## src/rtl/adc_scan_ctrl_if.sv

```systemverilog
// Bundle between the scan sequencer, the analog ADC macro and the register-side
// result reader.
//
// ADC side: adc_start is a one-cycle request; the macro answers later with a
// one-cycle adc_eoc carrying adc_dout. There is no back-pressure.
// Read side (valid/ready): rd_valid is the FIFO's "valid" and rd_en its "ready".
// A word moves on any rising clk edge where both are high. rd_data is stable
// while rd_valid=1 and is not popped. rd_en while rd_valid=0 has no effect.
interface adc_scan_ctrl_if #(
   parameter int NUM_CH     = 8,
   parameter int DW         = 10,
   parameter int FIFO_DEPTH = 8
);
   localparam int CHW = $clog2(NUM_CH);
   localparam int LW  = $clog2(FIFO_DEPTH) + 1;

   logic                 adc_start;
   logic [CHW-1:0]       adc_ch_sel;
   logic                 adc_eoc;
   logic [DW-1:0]        adc_dout;
   logic                 rd_en;
   logic                 rd_valid;
   logic [CHW+DW-1:0]    rd_data;
   logic [LW-1:0]        fifo_level;

   // The sequencer's view.
   modport master (
      output adc_start, adc_ch_sel, rd_valid, rd_data, fifo_level,
      input  adc_eoc, adc_dout, rd_en
   );

   // The ADC macro and the result reader, seen from outside.
   modport slave (
      input  adc_start, adc_ch_sel, rd_valid, rd_data, fifo_level,
      output adc_eoc, adc_dout, rd_en
   );
endinterface

```

## src/rtl/adc_scan_ctrl.sv

```systemverilog
// Multi-channel SAR-ADC scan sequencer. It walks a latched channel mask and
// optionally averages 2^k conversions per channel. It pushes {channel, result}
// words into a FWFT result FIFO.
module adc_scan_ctrl #(
   parameter int NUM_CH      = 8,
   parameter int DW          = 10,
   parameter int AVG_MAX     = 3,
   parameter int FIFO_DEPTH  = 8,
   parameter int TIMEOUT_CYC = 255,
   parameter int CHW         = $clog2(NUM_CH)
) (
   input  logic              clk,
   input  logic              rst,
   input  logic              cfg_en,
   input  logic              cfg_mode,
   input  logic [NUM_CH-1:0] cfg_ch_mask,
   input  logic [2:0]        cfg_avg_log2,
   input  logic [7:0]        cfg_settle,
   input  logic              trig,
   input  logic              err_clr,
   output logic              busy,
   output logic              ovf,
   output logic              tmo,
   output logic [2:0]        dbg_state,
   adc_scan_ctrl_if.master   bus
);
   localparam int AW   = $clog2(FIFO_DEPTH);
   localparam int LW   = AW + 1;
   localparam int ACW  = DW + AVG_MAX;
   localparam int SCW  = AVG_MAX + 1;
   localparam int CNTW = 16;

   typedef enum logic [2:0] {
      S_IDLE   = 3'd0,
      S_SETTLE = 3'd1,
      S_START  = 3'd2,
      S_WAIT   = 3'd3,
      S_ACCUM  = 3'd4,
      S_PUSH   = 3'd5
   } state_t;

   state_t            state, state_nx;
   logic [NUM_CH-1:0] mask_q;
   logic              mode_q;
   logic [2:0]        avg_q;
   logic [7:0]        settle_q;
   logic [CHW-1:0]    ch_q;
   logic [CNTW-1:0]   cnt;
   logic [SCW-1:0]    nsmp;
   logic [ACW-1:0]    acc;
   logic [DW-1:0]     smp_q;
   logic              en_d;

   logic [CHW-1:0]    cfg_first;
   logic [CHW-1:0]    nxt_ch;
   logic              nxt_found;
   logic [2:0]        avg_clamp;
   logic              start_scan;
   logic              scan_load;
   logic              tmo_hit;
   logic              acc_last;
   logic [DW-1:0]     res;

   logic [CHW+DW-1:0] mem [FIFO_DEPTH];
   logic [AW-1:0]     wp, rp;
   logic [LW-1:0]     level;
   logic              full, pop, push_req, push_ok, ovf_set;

   assign avg_clamp  = (cfg_avg_log2 > 3'(AVG_MAX)) ? 3'(AVG_MAX) : cfg_avg_log2;
   // A scan starts on trig, or in continuous mode on the rising edge of cfg_en.
   assign start_scan = cfg_en && (cfg_ch_mask != '0) && (trig || (cfg_mode && !en_d));
   // Config is sampled at scan start and again when a continuous scan wraps.
   assign scan_load  = (state == S_IDLE && start_scan) ||
                       (state == S_PUSH && !nxt_found && mode_q && (cfg_ch_mask != '0));
   assign tmo_hit    = (state == S_WAIT) && !bus.adc_eoc && (cnt == CNTW'(TIMEOUT_CYC - 1));
   assign acc_last   = (nsmp + SCW'(1)) == (SCW'(1) << avg_q);
   assign res        = DW'(acc >> avg_q);

   // Lowest enabled channel of the live config mask (entry point of a scan).
   always_comb begin
      cfg_first = '0;
      for (int i = NUM_CH - 1; i >= 0; i--)
         if (cfg_ch_mask[i]) cfg_first = CHW'(i);
   end

   // Next enabled channel above the current one in the latched mask.
   always_comb begin
      nxt_ch    = '0;
      nxt_found = 1'b0;
      for (int i = NUM_CH - 1; i >= 0; i--)
         if (mask_q[i] && (i > int'(ch_q))) begin
            nxt_ch    = CHW'(i);
            nxt_found = 1'b1;
         end
   end

   // State register.
   always_ff @(posedge clk) begin
      if (rst) state <= S_IDLE;
      else     state <= state_nx;
   end

   // Next-state logic. Dropping cfg_en overrides every transition.
   always_comb begin
      state_nx = state;
      case (state)
         S_IDLE:   if (start_scan) state_nx = S_SETTLE;
         S_SETTLE: if (cnt == CNTW'(settle_q)) state_nx = S_START;
         S_START:  state_nx = S_WAIT;
         S_WAIT:   if (bus.adc_eoc) state_nx = S_ACCUM;
                   else if (tmo_hit) state_nx = S_IDLE;
         S_ACCUM:  state_nx = acc_last ? S_PUSH : S_START;
         S_PUSH:   if (nxt_found || scan_load) state_nx = S_SETTLE;
                   else state_nx = S_IDLE;
         default:  state_nx = S_IDLE;
      endcase
      if (!cfg_en) state_nx = S_IDLE;
   end

   // Scan datapath: config latch, channel pointer, cycle counter, accumulator.
   always_ff @(posedge clk) begin
      if (rst) begin
         mask_q   <= '0;
         mode_q   <= 1'b0;
         avg_q    <= '0;
         settle_q <= '0;
         ch_q     <= '0;
         cnt      <= '0;
         nsmp     <= '0;
         acc      <= '0;
         smp_q    <= '0;
         en_d     <= 1'b0;
      end else begin
         en_d <= cfg_en;
         if (scan_load) begin
            mask_q   <= cfg_ch_mask;
            mode_q   <= cfg_mode;
            avg_q    <= avg_clamp;
            settle_q <= cfg_settle;
            ch_q     <= cfg_first;
         end else if (state == S_PUSH && nxt_found) begin
            ch_q <= nxt_ch;
         end
         case (state)
            S_SETTLE: cnt <= cnt + CNTW'(1);
            S_START:  cnt <= CNTW'(1);
            S_WAIT: begin
               cnt <= cnt + CNTW'(1);
               if (bus.adc_eoc) smp_q <= bus.adc_dout;
            end
            S_ACCUM: begin
               acc  <= acc + ACW'(smp_q);
               nsmp <= nsmp + SCW'(1);
            end
            S_PUSH: begin
               acc  <= '0;
               nsmp <= '0;
               cnt  <= '0;
            end
            default: ;
         endcase
         // Abort, timeout and a fresh scan all discard any partial average.
         if (!cfg_en || tmo_hit || scan_load) begin
            acc  <= '0;
            nsmp <= '0;
            cnt  <= '0;
         end
      end
   end

   // FIFO control. A push into a full FIFO still lands when the same cycle pops.
   // An abort in PUSH wins, so nothing is written after cfg_en falls.
   assign push_req = (state == S_PUSH) && cfg_en;
   assign full     = (level == LW'(FIFO_DEPTH));
   assign pop      = bus.rd_en && (level != '0);
   assign push_ok  = push_req && (!full || bus.rd_en);
   assign ovf_set  = push_req && full && !bus.rd_en;

   // Result storage, no reset needed.
   always_ff @(posedge clk) begin
      if (push_ok) mem[wp] <= {ch_q, res};
   end

   // FIFO pointers and occupancy.
   always_ff @(posedge clk) begin
      if (rst) begin
         wp    <= '0;
         rp    <= '0;
         level <= '0;
      end else begin
         if (push_ok) wp <= wp + AW'(1);
         if (pop)     rp <= rp + AW'(1);
         level <= level + LW'(push_ok) - LW'(pop);
      end
   end

   // Sticky error flags; a new event wins over a same-cycle clear.
   always_ff @(posedge clk) begin
      if (rst) begin
         ovf <= 1'b0;
         tmo <= 1'b0;
      end else begin
         if (ovf_set)      ovf <= 1'b1;
         else if (err_clr) ovf <= 1'b0;
         if (tmo_hit)      tmo <= 1'b1;
         else if (err_clr) tmo <= 1'b0;
      end
   end

   assign bus.adc_start  = (state == S_START) && cfg_en;
   assign bus.adc_ch_sel = ch_q;
   assign bus.rd_valid   = (level != '0);
   assign bus.rd_data    = mem[rp];
   assign bus.fifo_level = level;
   assign busy           = (state != S_IDLE);
   assign dbg_state      = state;
endmodule

```

## src/flat_wrapper.sv

```systemverilog
// flat-port wrapper written by rule: the top's interface ports become plain ports
module adc_scan_ctrl_flat 
#(
   parameter int NUM_CH      = 8,
   parameter int DW          = 10,
   parameter int AVG_MAX     = 3,
   parameter int FIFO_DEPTH  = 8,
   parameter int TIMEOUT_CYC = 255,
   parameter int CHW         = $clog2(NUM_CH)
)
  (clk, rst, cfg_en, cfg_mode, cfg_ch_mask, cfg_avg_log2, cfg_settle, trig, err_clr, busy, ovf, tmo, dbg_state, bus_adc_start, bus_adc_ch_sel, bus_rd_valid, bus_rd_data, bus_fifo_level, bus_adc_eoc, bus_adc_dout, bus_rd_en);
  adc_scan_ctrl_if #(.NUM_CH(NUM_CH), .DW(DW), .FIFO_DEPTH(FIFO_DEPTH)) bus_i ();
  input  logic clk;
  input  logic rst;
  input  logic cfg_en;
  input  logic cfg_mode;
  input  logic [NUM_CH-1:0] cfg_ch_mask;
  input  logic [2:0] cfg_avg_log2;
  input  logic [7:0] cfg_settle;
  input  logic trig;
  input  logic err_clr;
  output logic busy;
  output logic ovf;
  output logic tmo;
  output logic [2:0] dbg_state;
  output wire logic [$bits(bus_i.adc_start)-1:0] bus_adc_start;
  output wire logic [$bits(bus_i.adc_ch_sel)-1:0] bus_adc_ch_sel;
  output wire logic [$bits(bus_i.rd_valid)-1:0] bus_rd_valid;
  output wire logic [$bits(bus_i.rd_data)-1:0] bus_rd_data;
  output wire logic [$bits(bus_i.fifo_level)-1:0] bus_fifo_level;
  input wire logic [$bits(bus_i.adc_eoc)-1:0] bus_adc_eoc;
  input wire logic [$bits(bus_i.adc_dout)-1:0] bus_adc_dout;
  input wire logic [$bits(bus_i.rd_en)-1:0] bus_rd_en;
  assign bus_adc_start = bus_i.adc_start;
  assign bus_adc_ch_sel = bus_i.adc_ch_sel;
  assign bus_rd_valid = bus_i.rd_valid;
  assign bus_rd_data = bus_i.rd_data;
  assign bus_fifo_level = bus_i.fifo_level;
  assign bus_i.adc_eoc = bus_adc_eoc;
  assign bus_i.adc_dout = bus_adc_dout;
  assign bus_i.rd_en = bus_rd_en;
  adc_scan_ctrl #(.NUM_CH(NUM_CH), .DW(DW), .AVG_MAX(AVG_MAX), .FIFO_DEPTH(FIFO_DEPTH), .TIMEOUT_CYC(TIMEOUT_CYC), .CHW(CHW)) u_core (.clk(clk), .rst(rst), .cfg_en(cfg_en), .cfg_mode(cfg_mode), .cfg_ch_mask(cfg_ch_mask), .cfg_avg_log2(cfg_avg_log2), .cfg_settle(cfg_settle), .trig(trig), .err_clr(err_clr), .busy(busy), .ovf(ovf), .tmo(tmo), .dbg_state(dbg_state), .bus(bus_i));
endmodule
```

## config.mk

```make
export PLATFORM = sky130hd
export DESIGN_NAME = adc_scan_ctrl_flat
export DESIGN_NICKNAME = d
export VERILOG_FILES = /design/src/rtl/adc_scan_ctrl_if.sv /design/src/rtl/adc_scan_ctrl.sv /design/src/flat_wrapper.sv
export SDC_FILE = /design/constraint.sdc
export NUM_CORES = 1
export LEC_CHECK = 0
export CAP_MARGIN = 20
export CORE_AREA = 2 2 133 135
export DETAILED_ROUTE_END_ITERATION = 8
export DIE_AREA = 0 0 135 137
export GPL_TIMING_DRIVEN = 0
export PLACE_DENSITY = 0.71
export RECOVER_POWER = 25
export SKIP_LAST_GASP = 1
export SLEW_MARGIN = 20
export SYNTH_ARGS = -nofsm -noshare
export SYNTH_HDL_FRONTEND = slang
export SYNTH_SLANG_ARGS = --single-unit
export TNS_END_PERCENT = 20
```

## constraint.sdc

```tcl
create_clock -name clk -period 2.76 [get_ports clk]
set_input_delay 0.828 -clock clk [delete_from_list [all_inputs] [get_ports clk]]
set_output_delay 0.828 -clock clk [all_outputs]
set_load 0.05 [all_outputs]
```

==> flow_metrics.env, run 1 <==
export IMPL_routed_wl_um=20000
export IMPL_relSlewSlack_pct=33.5
export IMPL_root_buffer="clkbuf_16"
export IMPL_grt_pass1_wl_um=32000
export IMPL_rows=48
export IMPL_portBuffers=64
export IMPL_diodes=0
export IMPL_io_pins=65
export IMPL_netlist_area_sq_mm=0.00888
export IMPL_pre_cts_ws_ns=-0.940
export IMPL_synthFlopType="edfxtp_1"
export IMPL_tightest_slew_ns=0.992
export IMPL_yosysUniqueCellTypes=69
export IMPL_maxSlewViolCount=0
export IMPL_muxShareOfSynthArea_pct=12.2
export IMPL_cts_tree="built"
export IMPL_yosysSeqAreaShare_pct=54.1
export IMPL_die_y_um=137
export IMPL_rsz0062_at_grt="yes"
export IMPL_final_core_util_pct=61.8
export IMPL_drive_above_1_share_pct=15.3
export IMPL_synth_top_area_cell="edfxtp_1"
export IMPL_max_cap_violations=0
export IMPL_setup_ws_ns=-0.0895
export IMPL_drt_iter0_drc=436
export IMPL_start_util_pct=52.1
export IMPL_clkSinkCount=188
export IMPL_setup_violations=53
export IMPL_die_area_sq_mm=0.0185
export IMPL_synth_seq_cells=188
export IMPL_finalCritPeriodShare_pct=103
export IMPL_num_vias=6349
export IMPL_powerDensity_mw_per_mm2=683
export IMPL_peakVddDrop_mv=0.442
export IMPL_core_area_sq_mm=0.0171
export IMPL_grt_start_max_net_pins=18
export IMPL_insertion_delay_ns=0.43
export IMPL_drt_wirelength_per_cell_um=18.0
export IMPL_min_period_ns=2.85
export IMPL_antenna_left=0
export IMPL_gr_total_overflow=0
export IMPL_violations="setup timing"
export IMPL_hold_viol_final=0
export IMPL_cp_arrival_ns=2.02
export IMPL_synthCells=779
export IMPL_die_w_um=135
export IMPL_syn_avg_cell_area_sq_um=11.4
export IMPL_cts_hold_buf=0
export IMPL_synth_edf_count=104
export IMPL_fmax_mhz=351
export IMPL_critPathRequiredTime_ns=1.93
export IMPL_ctsHtreeMaxLevel=4
export IMPL_min_path_type="reg -> reg"
export IMPL_p_leak_nw=3.73
export IMPL_area_growth_syn_to_layout_pct=18.8
export IMPL_fin_skew_ns=0.0111
export IMPL_synth_top_family_by_area="simple AND/OR/NAND/NOR gates"
export IMPL_path_clk_slew_ns=0.07
export IMPL_synth_xor_area_share_pct=2.27
export IMPL_routabilityCongestion=0.890
export IMPL_drc_errors=0
export IMPL_viasPerCell=5.74
export IMPL_cp_start_kind="flip-flop"
export IMPL_synth_simple_gate_area_share_pct=13.9
export IMPL_crit_path_end_kind="output port"
export IMPL_synth_area_top_cells="edfxtp_1 35%, dfxtp_1 19%, mux4_2 6.8%, nor2_1 3.9%, mux2i_1 3.2%"
export IMPL_whs_ns=0.464
export IMPL_clock_path_buffers=2
export IMPL_yosys_area_share_adder_pct=3.41
export IMPL_firstDrtPassIters=5
export IMPL_synth_compound_area_share_pct=11.0
export IMPL_yosysWarningCount=0
export IMPL_track_usage_pct=22.4
export IMPL_cts_buffers=17
export IMPL_cp_max_fo=10
export IMPL_grt_pass1_vias=6339
export IMPL_hpwl_um=13900
export IMPL_syn_num_nets=839
export IMPL_synth_top_area_share_pct=35.2
export IMPL_synth_async_sr_flop_share_pct=0
export IMPL_status="finished, violations left"
export IMPL_antenna_found_initial=0
export IMPL_setup_worst_path_class="reg -> out"
export IMPL_nNetsFinal=929
==> state kept, by name (all words and copies together), names as in the netlist, 4 cells and up, named ones only <==
name,cells
u_core.mask_q,7
u_core.bus.fifo_level,4
u_core.acc,13
u_core.settle_q,8
u_core.cnt,16
u_core.smp_q,10
u_core.nsmp,4
u_core.mem,104
==> area by class of cell <==
type	instances	area, sq um
timing repair buffer	73	709
sequential	188	4810
inverter	27	101
fill	1351	6510
clock inverter	14	134
tap	225	282
clock buffer	18	429
multi-input combinational	524	3860
buffer	38	223
==> worst paths after layout <==
path                                           from          endpoint  slack (ns)  depth (start not counted)
worst min-delay path                u_core.smp_q[7]   u_core.smp_q[7]        0.46                          2
worst max-delay path                      flip-flop    bus_rd_data[9]       -0.09                          4
worst max register to register  u_core.dbg_state[0]  u_core.mem[5][4]       -0.09                          7
worst min register to register      u_core.smp_q[7]   u_core.smp_q[7]        0.46                          2
==> power by group <==
part           internal [mW]  switching, mW
clock network           1.26           1.08
registers               3.03         0.0963
logic                  0.769          0.967
total                   5.06           2.14
==> per-layer routing <==
layer,part of all wire (%),up-vias,routed length [um],track usage [%]
met2,51,178,10200,39.7
li1,-,3064,-,-
met1,42,3079,8450,27.5
met3,5.1,28,1020,3.81
met4,1.4,0,283,8.85
met5,0,-,0,0
==> worst max-delay path, stage by stage (launching register included) <==
cell and delay, ns:
dfxtp_4 0.41, buf_12 0.17, mux4_2 0.51, mux2_2 0.28, buf_2 0.21
==> cell usage after synthesis, types with 3 or more instances <==
library cell and number:
edfxtp_1 104, nor2_1 92, dfxtp_1 84, nand2_1 63
a21oi_1 55, clkbuf_1 29, o21ai_0 29, mux2i_1 28
mux4_2 27, inv_1 26, ha_1 21, nor3_1 19
nand3_1 18, mux2_2 17, xor2_1 14, nand2b_1 13
nor2b_1 10, xnor2_1 9, a22oi_1 8, a31oi_1 7
o21a_1 6, or4_1 6, buf_2 5, nor4_1 5
or3_1 5, a32oi_1 4, and3_1 4, o21bai_1 4
a211oi_1 3, a21o_1 3, a311oi_1 3, and2_1 3
buf_1 3, buf_6 3, nand4_1 3, o211ai_1 3
o221ai_1 3, o22ai_1 3
==> per-stage QoR <==
| step | area, sq um | total power, mW | TNS [ns] | cells |
|---|---|---|---|---|
| 6_report | 10500 | 7.20 | -2.71 | 1107 |
| 5_1_grt | 10500 | 7.50 | -16.10 | 1107 |
| 4_1_cts | 10400 | 7.25 | -13.47 | 1102 |
| 3_5_place_dp | 9840 | 4.86 | -81.35 | 1069 |
| 3_3_place_gp | 9810 | 4.82 | -118.57 | 1068 |
| 2_1_floorplan | 8880 | 4.38 | -4.05 | 779 |
==> layout by cell type, fill, tap and decap left out, drive strengths merged, types with 5 or more instances in the layout <==
master | synthesis | routed
dfxtp | 84 | 84
a31oi | 7 | 7
edfxtp | 104 | 104
nand2b | 13 | 13
o21ai | 30 | 30
or4 | 7 | 7
nor2b | 10 | 10
nor2 | 92 | 92
nand2 | 63 | 63
ha | 21 | 21
o21a | 6 | 6
clkbuf | 29 | 48
nor4 | 5 | 5
mux2i | 28 | 28
xnor2 | 9 | 9
a311oi | 5 | 5
a22oi | 8 | 8
mux2 | 17 | 17
or3 | 5 | 5
inv | 27 | 33
nor3 | 21 | 21
a21oi | 56 | 56
buf | 11 | 31
xor2 | 14 | 14
mux4 | 27 | 27
nand3 | 18 | 18
clkdlybuf4s50 | 0 | 47
==> cells by family after synthesis <==
| kind of cell | after synthesis |
|---|---|
| buffers and inverters | 67 |
| AOI/OAI and AO/OA | 150 |
| muxes | 72 |
| DFF | 188 |
| adders and majority gates | 23 |
| xor gates and xnor gates | 23 |
| and+or+nand+nor | 256 |
==> timing repair <==
| action | in CTS | in global routing |
|---|---|---|
| pin swaps | 0 | 2 |
| resized for setup | 107 | 5 |
| buffers inserted | 3 | 5 |
| endpoints found under the setup margin | 134 | 173 |
(Power assumes the default switching activity.)
==> inputs of run 2 (changes only) <==
Settings changed: ABC_CLOCK_PERIOD_IN_PS set to 3330, CORE_AREA 2 2 133 135 to 2 2 125 127, DIE_AREA 0 0 135 137 to 0 0 127 129, PLACE_DENSITY 0.71 to 0.76.
Clock period 2.76 ns to 3.33 ns, I/O delays scaled along.
==> run 2 against run 1 <==
  * The run still ends with setup timing left
  * Utilization rose by 7.3 points
  * Via count rose by 2.7%
  * Die area fell by 11%
  * Clock power fell by 16%
  * Highest routed layer unchanged
  * Sequential power fell by 17%
  * Sequential cell count did not move
  * Worst hold slack got worse by 0.0024 ns
  * Power fell by 18%
  * Largest cell class unchanged
  * Register-to-register slack improved by 0.33 ns
  * Routed wire length fell by 0.32%
  * Clock-buffer cell count fell by 1
==> flow_metrics.env, run 2 (synthesis results as in run 1) <==
export IMPL_hold_depth=2
export IMPL_area_growth_syn_to_layout_pct=16.6
export IMPL_drt_iter0_drc=506
export IMPL_violations="setup timing"
export IMPL_final_common_cell="edfxtp_1"
export IMPL_cp_num_cells=3
export IMPL_critPathSlowestCell="clkdlybuf4s50_1"
export IMPL_track_usage_pct=25.1
export IMPL_core_area_sq_mm=0.0150
export IMPL_setup_worst_path_class="in -> out"
export IMPL_critPathBufInv=2
export IMPL_tightest_slew_ns=1.07
export IMPL_path_clk_slew_ns=0.07
export IMPL_drive_above_1_share_pct=13.4
export IMPL_start_util_pct=59.3
export IMPL_insertion_delay_ns=0.43
export IMPL_die_y_um=129
export IMPL_viasPerCell=6.13
export IMPL_drt_met1_wl_um=8200
export IMPL_fin_area_sq_mm=0.0104
export IMPL_drt_wirelength_per_cell_um=18.7
export IMPL_grt_pass1_vias=6348
export IMPL_die_w_um=127
export IMPL_totalNegativeSetupSlack_ns=-0.107
export IMPL_routed_wl_um=19900
export IMPL_cp_start_kind="input pin"
export IMPL_top_register="u_core.mem"
export IMPL_peakVddDrop_mv=0.480
export IMPL_top_regs="u_core.mem (104), u_core.cnt (16), u_core.acc (13)"
export IMPL_gr_total_overflow=0
export IMPL_powerDensity_mw_per_mm2=573
export IMPL_setup_ws_ns=-0.0528
export IMPL_setup_violations=6
export IMPL_maxSlewViolCount=0
export IMPL_wl_met3_um=1180
export IMPL_antenna_left=0
export IMPL_cp_max_fo=5
export IMPL_antenna_found_initial=0
export IMPL_largest_reg_flops=104
export IMPL_layout_common_cells="104 x edfxtp_1, 86 x nor2_1, 82 x dfxtp_1"
export IMPL_critPathTopFamily="buffers and inverters"
export IMPL_min_path_type="reg -> reg"
export IMPL_relSlewSlack_pct=28.3
export IMPL_rows=45
export IMPL_root_buffer="clkbuf_16"
export IMPL_hold_viol_final=0
export IMPL_final_core_util_pct=69.1
export IMPL_crit_path_end_kind="output port"
export IMPL_cts_buffers=17
export IMPL_p_leak_nw=3.69
export IMPL_cts_tree="built"
export IMPL_maxUsedRoutingLayer="met4"
export IMPL_cpPeakStageDelay_ns=0.62
export IMPL_clkSinkCount=188
export IMPL_max_cap_violations=0
export IMPL_drc_errors=0
export IMPL_cp_arrival_ns=2.38
export IMPL_grt_pass1_wl_um=31900
export IMPL_rsz0062_at_grt="yes"
export IMPL_fin_skew_ns=0.0143
export IMPL_wl_met2_um=10200
export IMPL_min_period_ns=3.38
export IMPL_r2r_cells=8
export IMPL_fmax_mhz=296
export IMPL_nNetsFinal=922
export IMPL_num_vias=6521
export IMPL_status="finished, violations left"
export IMPL_die_area_sq_mm=0.0164
export IMPL_io_pins=65
export IMPL_diodes=0
export IMPL_routabilityCongestion=0.923
export IMPL_worstPathCellList="clkdlybuf4s50_1 > and3_1 > dlygate4sd2_1"
export IMPL_portBuffers=64
export IMPL_post_cts_buffers=0
export IMPL_grt_start_max_net_pins=19
export IMPL_placed_area_sq_mm=0.00979
export IMPL_clock_path_buffers=2
export IMPL_hpwl_um=14200
export IMPL_firstDrtPassIters=5
export IMPL_finalCritPeriodShare_pct=102
export IMPL_critPathRequiredTime_ns=2.33
export IMPL_ctsHtreeMaxLevel=4
-- run 2: changes by cell type in the layout (fill, tap and decap cells not counted), moves of 2 or more --
cell / change
buf_12: -5
nor2_2: +6
clkdlybuf4s50_1: +2
dlygate4sd2_1: +8
clkbuf_8: -2
nor3_2: +2
clkbuf_2: +4
buf_2: -2
nor2_4: -6
nor3_4: -2
buf_4: -15
-- run 2: repair_timing --
| item | 4_1_cts | 5_1_grt |
|---|---|---|
| gates resized for setup | 26 | 8 |
| setup endpoints to repair | 14 | 22 |
| cloned | 0 | 0 |
| hold buffers | 0 | 0 |
| pin swaps | 0 | 0 |
-- run 2: stage by stage --
stage	power [mW]	instances	setup slack [ns]	hold WS [ns]
finish	5.93	1063	-0.0528	0.462
global route	6.16	1063	-0.101	0.502
CTS	5.96	1063	-0.0539	0.468
detailed placement	4.03	1033	-0.549	0.456
global placement	3.99	1031	-0.985	0.453
floorplan	3.63	779	0.237	0.438
-- run 2: power by group --
part | internal, mW | switching (mW)
Combinational | 0.572 | 0.779
Sequential | 2.51 | 0.0906
Clock | 1.05 | 0.919
Total | 4.14 | 1.79
-- run 2: layout make-up --
class                      count  area [sq um]
clock buffer                  17           425
clock inverter                15           150
fill                        1095          4620
sequential                   188          4810
timing repair buffer          66           626
tap                          188           235
multi-input combinational    524          3820
inverter                      27           101
buffer                        38           189
-- run 2: worst paths after layout --
path                             from               end  slack [ns]
hold / removal        u_core.smp_q[6]   u_core.smp_q[6]        0.46
hold reg to reg       u_core.smp_q[6]   u_core.smp_q[6]        0.46
setup reg to reg  u_core.dbg_state[0]  u_core.mem[1][0]        0.24
setup / recovery               cfg_en     bus_adc_start       -0.05
-- run 2: metal layers --
layer,vias to the layer above,track usage (%)
met5,-,0
met4,0,7.95
met3,33,4.99
met2,271,44.6
met1,3171,31.3
li1,3046,-
-- run 2: tightest hold or removal path: cells and delay by family (launching register included) --
kind               cells  cell delay [ns]
and+or+nand+nor        1             0.05
DFF                    1             0.32
AOI/OAI and AO/OA      1             0.05
